==> src/rtl/muldiv_sequencer.sv <==
// Iterative MULT/MULTU/DIV/DIVU unit: one result bit per cycle, sign fix-up at the end,
// 64-bit result returned as hi/lo through a start/busy/done handshake.
module muldiv_sequencer #(
  parameter int WIDTH = 32
) (
  input  logic             clk,
  input  logic             reset,
  input  logic             start,
  input  logic [1:0]       op,
  input  logic [WIDTH-1:0] a,
  input  logic [WIDTH-1:0] b,
  output logic             busy,
  output logic             done,
  output logic [WIDTH-1:0] hi,
  output logic [WIDTH-1:0] lo,
  output logic             div_by_zero
);

  localparam int CW = $clog2(WIDTH);

  typedef enum logic [1:0] {IDLE, CALC, FIX, DONE} state_t;

  state_t             state, state_next;
  logic               accept;
  logic               zero_div;
  logic               signed_op;
  logic               is_div, sa, sb;
  logic [CW-1:0]      counter;
  logic [WIDTH-1:0]   m;
  logic [2*WIDTH-1:0] acc;
  logic [WIDTH:0]     rem;
  logic [WIDTH-1:0]   abs_a, abs_b;
  logic [WIDTH:0]     mul_sum;
  logic [WIDTH+1:0]   div_shift, div_trial;
  logic               div_ok;
  logic [2*WIDTH-1:0] prod_fix;
  logic [WIDTH-1:0]   quo_fix, rem_fix;

  assign signed_op = ~op[0];
  assign zero_div  = op[1] && (b == '0);
  assign abs_a     = (signed_op && a[WIDTH-1]) ? -a : a;
  assign abs_b     = (signed_op && b[WIDTH-1]) ? -b : b;

  // m is the multiplicand for MULT and the divisor for DIV; acc's low half holds
  // the multiplier (shifted out) or the dividend (shifted out, quotient shifted in).
  assign mul_sum   = {1'b0, acc[2*WIDTH-1:WIDTH]} + (acc[0] ? {1'b0, m} : '0);
  assign div_shift = {rem, acc[WIDTH-1]};
  assign div_trial = div_shift - {2'b00, m};
  assign div_ok    = ~div_trial[WIDTH+1];

  assign prod_fix  = (sa ^ sb) ? -acc : acc;
  assign quo_fix   = (sa ^ sb) ? -acc[WIDTH-1:0] : acc[WIDTH-1:0];
  assign rem_fix   = sa ? -rem[WIDTH-1:0] : rem[WIDTH-1:0];

  assign busy = (state == CALC) || (state == FIX);
  assign done = (state == DONE);

  // NOTE: every output of this block is assigned a default first, so no latch is inferred.
  always_comb begin
    state_next = state;
    accept     = 1'b0;
    case (state)
      IDLE, DONE: begin
        state_next = IDLE;
        if (start) begin
          accept     = 1'b1;
          state_next = zero_div ? DONE : CALC;
        end
      end
      CALC:    if (counter == '0) state_next = FIX;
      FIX:     state_next = DONE;
      default: state_next = IDLE;
    endcase
  end

  // NOTE: sequential state uses non-blocking assignments so all registers update together.
  always_ff @(posedge clk or posedge reset) begin
    if (reset) state <= IDLE;
    else       state <= state_next;
  end

  always_ff @(posedge clk or posedge reset) begin
    if (reset) begin
      is_div      <= 1'b0;
      sa          <= 1'b0;
      sb          <= 1'b0;
      counter     <= '0;
      m           <= '0;
      acc         <= '0;
      rem         <= '0;
      hi          <= '0;
      lo          <= '0;
      div_by_zero <= 1'b0;
    end else if (accept) begin
      is_div      <= op[1];
      sa          <= signed_op & a[WIDTH-1];
      sb          <= signed_op & b[WIDTH-1];
      counter     <= CW'(WIDTH - 1);
      rem         <= '0;
      div_by_zero <= 1'b0;
      if (op[1]) begin
        m   <= abs_b;
        acc <= {{WIDTH{1'b0}}, abs_a};
      end else begin
        m   <= abs_a;
        acc <= {{WIDTH{1'b0}}, abs_b};
      end
      // Divide by zero skips the datapath; the raw dividend is reported as remainder.
      if (zero_div) begin
        hi          <= a;
        lo          <= '1;
        div_by_zero <= 1'b1;
      end
    end else if (state == CALC) begin
      counter <= counter - 1'b1;
      if (is_div) begin
        rem            <= div_ok ? div_trial[WIDTH:0] : div_shift[WIDTH:0];
        acc[WIDTH-1:0] <= {acc[WIDTH-2:0], div_ok};
      end else begin
        acc <= {mul_sum, acc[WIDTH-1:1]};
      end
    end else if (state == FIX) begin
      if (is_div) begin
        hi <= rem_fix;
        lo <= quo_fix;
      end else begin
        {hi, lo} <= prod_fix;
      end
    end
  end

endmodule

==> config.mk <==
export PLATFORM = sky130hd
export DESIGN_NAME = muldiv_sequencer
export DESIGN_NICKNAME = d
export VERILOG_FILES = /design/src/rtl/muldiv_sequencer.sv
export SDC_FILE = /design/constraint.sdc
export NUM_CORES = 1
export LEC_CHECK = 0
export BUFFER_PORTS_ARGS = -buffer_cell sky130_fd_sc_hd__buf_2
export CAP_MARGIN = 40
export CORE_ASPECT_RATIO = 1.1
export CORE_MARGIN = 3
export CORE_UTILIZATION = 30
export DETAILED_ROUTE_END_ITERATION = 6
export PLACE_DENSITY = 0.53
export SYNTH_ARGS = -nofsm -noshare
export SYNTH_HDL_FRONTEND = slang
export SYNTH_SLANG_ARGS = --single-unit
==> constraint.sdc <==
create_clock -name clk -period 5.3 [get_ports clk]
set_input_delay 0.265 -clock clk [delete_from_list [all_inputs] [get_ports clk]]
set_output_delay 0.265 -clock clk [all_outputs]
set_load 0.02 [all_outputs]
==> results of run 1 <==
registers in the layout (all words and copies together) (netlist names):
register	flops
counter	5
lo	32
div_by_zero	1
sb	1
rem	33
sa	1
m	32
state	2
is_div	1
hi	32
acc	64
Yosys cell counts, types with 14 or more instances:
master and count:
clkbuf_1 106, o31ai_1 27, a31oi_1 32, o211ai_1 61
or4_1 15, a211oi_1 14, nand3_1 31, xnor2_1 97
inv_1 80, nand2_1 233, o21ai_0 252, ha_1 73
a21oi_1 163, and3_1 25, a21o_1 36, o41ai_1 17
dfrtp_1 204, mux2i_1 60, nor2_1 165, xor2_1 111
nor3_1 34
cells by family after synthesis:
family          synth area share (%)
compound gates                  25.7
buf+inv                         4.95
xor+xnor                        11.1
fa+ha+maj                       5.83
flops                           31.2
mux                             3.67
simple gates                    17.5
where the power goes:
group / internal, mW / switching (mW)
sequential: 2.16 / 0.688
clock: 1.34 / 0.768
combinational: 2.22 / 3.90
metal layers:
layer	GRT usage [%]	share of wire, %	vias up
met5	0	0	-
met2	30.3	44	456
met1	28.3	49	7419
met4	5.68	2.5	0
li1	-	-	7490
met3	2.15	5.2	74
critical path, cell delays in order, from the launching register on:
cell       delay [ns]
dfrtp_1          0.44
inv_1            0.14
ha_1             0.22
nor2b_1          0.17
o2111ai_1        0.19
a21oi_1          0.29
o21ai_0          0.24
a31oi_1          0.46
a31oi_1          0.21
xnor2_2          0.32
buf_4            0.53
mux2i_1          0.26
o21ai_0          0.09
per-stage QoR:
| step | std cells | hold slack (ns) | utilization [%] |
|---|---|---|---|
| after floorplan | 2050 | 0.408 | - |
| after CTS | 2868 | 0.0188 | 35.0 |
| final | 2868 | 0.0495 | 35.0 |
| after global routing | 2868 | 0.0640 | 35.0 |
| after detailed placement | 2814 | 0.222 | 33.0 |
| after global placement | 2808 | 0.224 | 32.9 |
timing repair:
action | CTS | global route
hold buffers | 4 | 0
hold endpoints to repair | 10 | 0
buffers inserted | 0 | 0
cell type report:
cell class                 count  area (sq um)  area share, %
timing repair buffer         167           992           5.27
multi-input combinational   1638         10500           55.7
sequential                   204          5110           27.1
clock buffer                  39           801           4.25
clock inverter                11           213           1.13
tap                          728           911           4.84
inverter                      81           308           1.64
worst paths after layout:
| path | slack (ns) | cells after the start | from | to |
|---|---|---|---|---|
| worst max register to register | 1.59 | 12 | acc[31] | rem[5] |
| worst min-delay path | 0.05 | 3 | a[23] | hi[23] |
| min in group asynchronous | 0.20 | 3 | reset | acc[2] |
| worst max-delay path | 1.59 | 12 | acc[31] | rem[5] |
| worst min register to register | 0.49 | 2 | hi[23] | hi[23] |
| max in group asynchronous | 3.96 | 4 | reset | is_div |
==> summary.txt, run 1 <==
Detailed routing
  – DR pass1 iterations: 5
  – Initial DRC Count: 1,210
  – Drt total wl: 57.0 mm
  – WL/cell: 19.9 um
  – Drc violations: 0
  – Via count: 15,400
  – Routed Antenna Nets: 0
  – Vias/cell: 5.38

Timing
  – Least-Margin Pin Slew: 0.878 ns
  – # setup viols final: 0
  – Final Hold Vio Count: 0
  – Period utilisation layout: 70.0%
  – Final WS setup: 1.59 ns
  – Fmax: 269 MHz
  – Setup_tns: 0 ns
  – Worst slew margin: 40.7%
  – Min Tclk post-route: 3.71 ns
  – Final-report max-slew violation count: 0
  – Worst clock skew: 0.0145 ns
  – Setup repair after global routing missed its margin: no

Yosys
  – Top cell type's share of synthesized area: 31.2%
  – Synth Instances: 2,050
  – Prevailing post-synth register cell: dfrtp_1
  – Syn nets: 2,194
  – Post-synth EDFFs: 0
  – Mapped cell area: 16,400 sq um
  – Ys async rst share: 100%
  – Ys Warns: 0
  – Mean area per synthesized cell: 7.98 sq um
  – Yosys cell types: 77
  – Yosys top cell by area: dfrtp_1
  – Number of synthesized register bits: 204
  – Top post-synthesis cells by area: dfrtp_1 31%, o21ai_0 7.7%, xor2_1 5.9%, ha_1 5.6%, nand2_1 5.3%
  – Sequential area share after synthesis: 31.2%

Floorplanning
  – Core area: 53,800 sq um
  – Num rows: 89
  – Die Area: 57,300 sq um
  – Die X: 229 um
  – Starting Density: 30.4%
  – I/O pins: 136
  – Die Y: 251 um

Finish
  – Ant. Diodes: 0
  – Fillers: 5,650
  – Share of cells above drive strength 1: 11.4%
  – Commonest non-fill, non-tap cell in the layout: o21ai_0
  – Final net count: 2,263
  – Area delta synth->final: 15.1%
  – Final instance area: 18,800 sq um
  – Commonest non-fill, non-tap cells in the layout: 252 x o21ai_0, 232 x nand2_1, 203 x dfrtp_1

Global routing
  – GR Util All Layers: 19.4%
  – First-pass GRT wire length: 88.8 mm
  – Antenna violations before repair: 0
  – Vias in the first global route: 14,800
  – Total grt overflow: 0
  – Largest net degree at the start of global routing: 135

Pwr
  – Pleak: 8.21 nW
  – Power, Total: 11.1 mW
  – PD cells: 588 nW/um^2
  – Worst vdd rail ir drop: 0.275 mV

Placed design
  – Placed Instance Area: 17,800 sq um
  – GPL Wtd Cong: 0.907
  – DP Wirelength: 43.4 mm
  – IO Port Bufs: 135
  – Place WS: 1.37 ns

Setup path
  – Crit path arrival time: 4.14 ns
  – Worst Setup Start Kind: flip-flop
  – CP max FO: 34
  – Nature of the critical path endpoint: flip-flop
  – Data required, critical path: 5.73 ns
  – Worst Path Class, Setup: flip-flop to flip-flop

Clock tree
  – CTS tree: done
  – Root Driver: clkbuf_16
  – Clk sinks: 204
  – Worst-Skew Late Latency: 0.57 ns
  – H-tree Lvls: 1
  – Post-cts sizing count: 0
  – Deepest clock path buffer count: 3
  – Number of CTS-inserted buffers: 27
  – Clk slew on worst S/H paths: 0.06 ns

Flow run
  – Number of max-cap violations: 0

Outcome
  – Status: finished clean

Hold path
  – Hold Crit Class: input pin to flip-flop
(Power assumes the default switching activity.)
==> inputs of run 2 (changes only) <==
Settings changed: ABC_AREA set to 1.
Clock period 5.3 ns to 3.05 ns, I/O delays scaled along.
==> run 2 against run 1 <==
Net effect:
- critical path depth increased by 4
- power increased by 130%
- setup slack got worse by 1.4 ns
- critical path type unchanged
- largest cell class unchanged
==> summary.txt, run 2 <==
Yosys
  – Number of synthesized register bits: 204
  – Synth Instances: 3,049
  – Synth top cells by count: 927 x nand2_1, 371 x inv_1, 359 x nor2_1, 261 x nand3_1, 204 x dfrtp_1
  – Post-synthesis simple-gate area fraction: 37.2%
  – Top post-synthesis cells by area: dfrtp_1 27%, nand2_1 18%, inv_1 7.4%, nor2_1 7.2%, nand3_1 6.9%
  – Syn nets: 3,193
  – Prevailing post-synth register cell: dfrtp_1
  – Yosys top cell by area: dfrtp_1
  – Ys async rst share: 100%
  – Mapped cell area: 18,800 sq um
  – XOR/XNOR Fraction of Synth Area: 3.07%
  – Top cell type's share of synthesized area: 27.1%
  – Adder-cell area share of the yosys netlist: 5.06%
  – Ys Warns: 0
  – Mux cell area share after synthesis: 0%
  – Post-synth EDFFs: 0
  – Synth Area in Compound Gates: 17.0%
  – Sequential area share after synthesis: 27.1%
  – Yosys cell types: 52
  – Main combinational cell family by area after synthesis: simple AND/OR/NAND/NOR gates
  – Mean area per synthesized cell: 6.18 sq um
  – Most common cell in the netlist: nand2_1

Floorplanning
  – Die Y: 269 um
  – Die Area: 65,800 sq um
  – Starting Density: 30.6%
  – Num rows: 95
  – Core area: 61,600 sq um
  – I/O pins: 136
  – Die X: 245 um

Timing
  – Worst clock skew: 0.0231 ns
  – Final-report max-slew violation count: 0
  – Final WS setup: 0.217 ns
  – Least-Margin Pin Slew: 0.853 ns
  – Setup_tns: 0 ns
  – Setup repair after global routing missed its margin: no
  – Period utilisation layout: 92.9%
  – Final Hold Vio Count: 0
  – Fmax: 353 MHz
  – Worst slew margin: 43.1%
  – Min Tclk post-route: 2.83 ns
  – # setup viols final: 0
  – Fin Hold WS: 0.0176 ns

Finish
  – Max reg flops: 64
  – Final net count: 3,318
  – Commonest non-fill, non-tap cell in the layout: nand2_1
  – Most flop-heavy register: acc
  – Share of cells above drive strength 1: 10.8%
  – Commonest non-fill, non-tap cells in the layout: 927 x nand2_1, 370 x inv_1, 354 x nor2_1
  – Area delta synth->final: 14.3%
  – Top Registers: acc (64), rem (33)
  – Ant. Diodes: 0

Hold path
  – Hold Crit Class: input pin to flip-flop
  – Min-delay src: a[0]

Global routing
  – Antenna violations before repair: 2
  – Largest net degree at the start of global routing: 105
  – Vias in the first global route: 20,000
  – First-pass GRT wire length: 125 mm
  – GR Util All Layers: 24.9%
  – Total grt overflow: 0

Setup path
  – Worst Path Class, Setup: flip-flop to flip-flop
  – Nature of the critical path endpoint: flip-flop
  – Critical R2R Launch: m[6]
  – Crit path arrival time: 3.28 ns
  – Crit. Startpoint: m[6]
  – CP max FO: 9
  – Worst Setup Start Kind: flip-flop
  – Data required, critical path: 3.49 ns

Pwr
  – Pleak: 11.0 nW
  – PD cells: 1200 nW/um^2
  – Worst vdd rail ir drop: 0.480 mV

Clock tree
  – Number of CTS-inserted buffers: 27
  – Clk slew on worst S/H paths: 0.07 ns
  – CTS tree: done
  – Clk sinks: 204
  – H-tree Lvls: 1
  – Deepest clock path buffer count: 3
  – Post-CTS setup buffers: 0
  – Worst-Skew Late Latency: 0.57 ns
  – Root Driver: clkbuf_16

Flow run
  – Number of max-cap violations: 0

Detailed routing
  – DR pass1 iterations: 5
  – Drc violations: 0
  – Vias/cell: 5.17
  – Drt total wl: 83.9 mm
  – Via count: 20,800
  – WL/cell: 20.9 um
  – Routed Antenna Nets: 0
  – Initial DRC Count: 1,735

Placed design
  – Place WS: 0.257 ns
  – DP Wirelength: 67.9 mm
  – IO Port Bufs: 135
  – GPL Wtd Cong: 1.03

Outcome
  – Status: finished clean
-- run 2: cell types whose count changed after synthesis, sizes merged, moves of 28 or more --
| cell | change |
|---|---|
| nand2 | +707 |
| inv | +316 |
| nand3 | +235 |
| nor2 | +208 |
| xnor2 | -79 |
| o21ai | -67 |
| clkbuf | -64 |
| xor2 | -63 |
| mux2i | -60 |
| buf | +35 |
| o211ai | -32 |
| a21o | -28 |
| nand4 | +28 |
-- run 2: area by class of cell --
type | instances | area [sq um]
fillers | 7030 | 40000
clock buffers | 34 | 752
multi-input cells | 2349 | 11800
well taps | 824 | 1030
flip-flops and latches | 204 | 5100
inverters | 398 | 1500
repair buffers | 194 | 1220
clock inverters | 12 | 145
-- run 2: routing by layer --
metal	global-route usage, %	up-vias	wire length [um]
met5	0	-	21
met4	12.0	4	4510
met3	2.85	153	5350
met2	40.5	700	37700
met1	33.1	9691	36300
li1	-	10200	-
-- run 2: kinds of logic (layout without fill, tap and decap cells) --
kind of cell	Yosys count	after routing
simple gates	1681	1681
flops	204	204
compound gates	527	527
xor+xnor	66	66
buf+inv	496	638
fa+ha+maj	75	75
-- run 2: power breakdown --
| part | switching, mW | internal, mW | leakage, nW |
|---|---|---|---|
| registers | 1.34 | 3.83 | 2.53 |
| logic | 12.0 | 5.33 | 8.04 |
| clock network | 1.38 | 1.98 | 0.446 |
| total | 14.7 | 11.1 | 11.0 |
-- run 2: worst max-delay path, stage by stage, from the launching register on --
cell and delay [ns]:
dfrtp_1 0.45, inv_1 0.13, ha_1 0.39, nand2_1 0.14
nor2_1 0.15, nand3_1 0.12, nand3_2 0.14, nand2_1 0.08
nand2_2 0.09, nand2_2 0.08, nand2_2 0.08, nand2_1 0.06
nand2_2 0.27, buf_4 0.24, nand3_1 0.14, nand3_1 0.11
nand2_1 0.05
-- run 2: worst paths after layout --
kind	slack [ns]	cells past startpoint	to
max in group asynchronous	2.18	4	rem[30]
min in group asynchronous	0.27	4	lo[16]
worst max register to register	0.22	16	rem[26]
worst min-delay path	0.02	3	m[0]
worst min register to register	0.47	2	hi[14]
worst max-delay path	0.22	16	rem[26]
-- run 2: timing repair --
action | 4_1_cts | 5_1_grt
resized for setup | 0 | 2
endpoints found under the setup margin | 0 | 4
endpoints found under the hold margin | 208 | 0
hold buffers | 5 | 0
-- run 2: stage by stage --
step                      power [mW]  util, %  cell area [sq um]  instances
after global placement          22.2     33.4              20600       3964
after floorplan                 16.7        -              18800       3049
final                           25.9     35.0              21500       4015
after global routing            27.9     35.0              21500       4015
after detailed placement        22.2     33.4              20600       3964
after CTS                       25.7     35.0              21500       4015
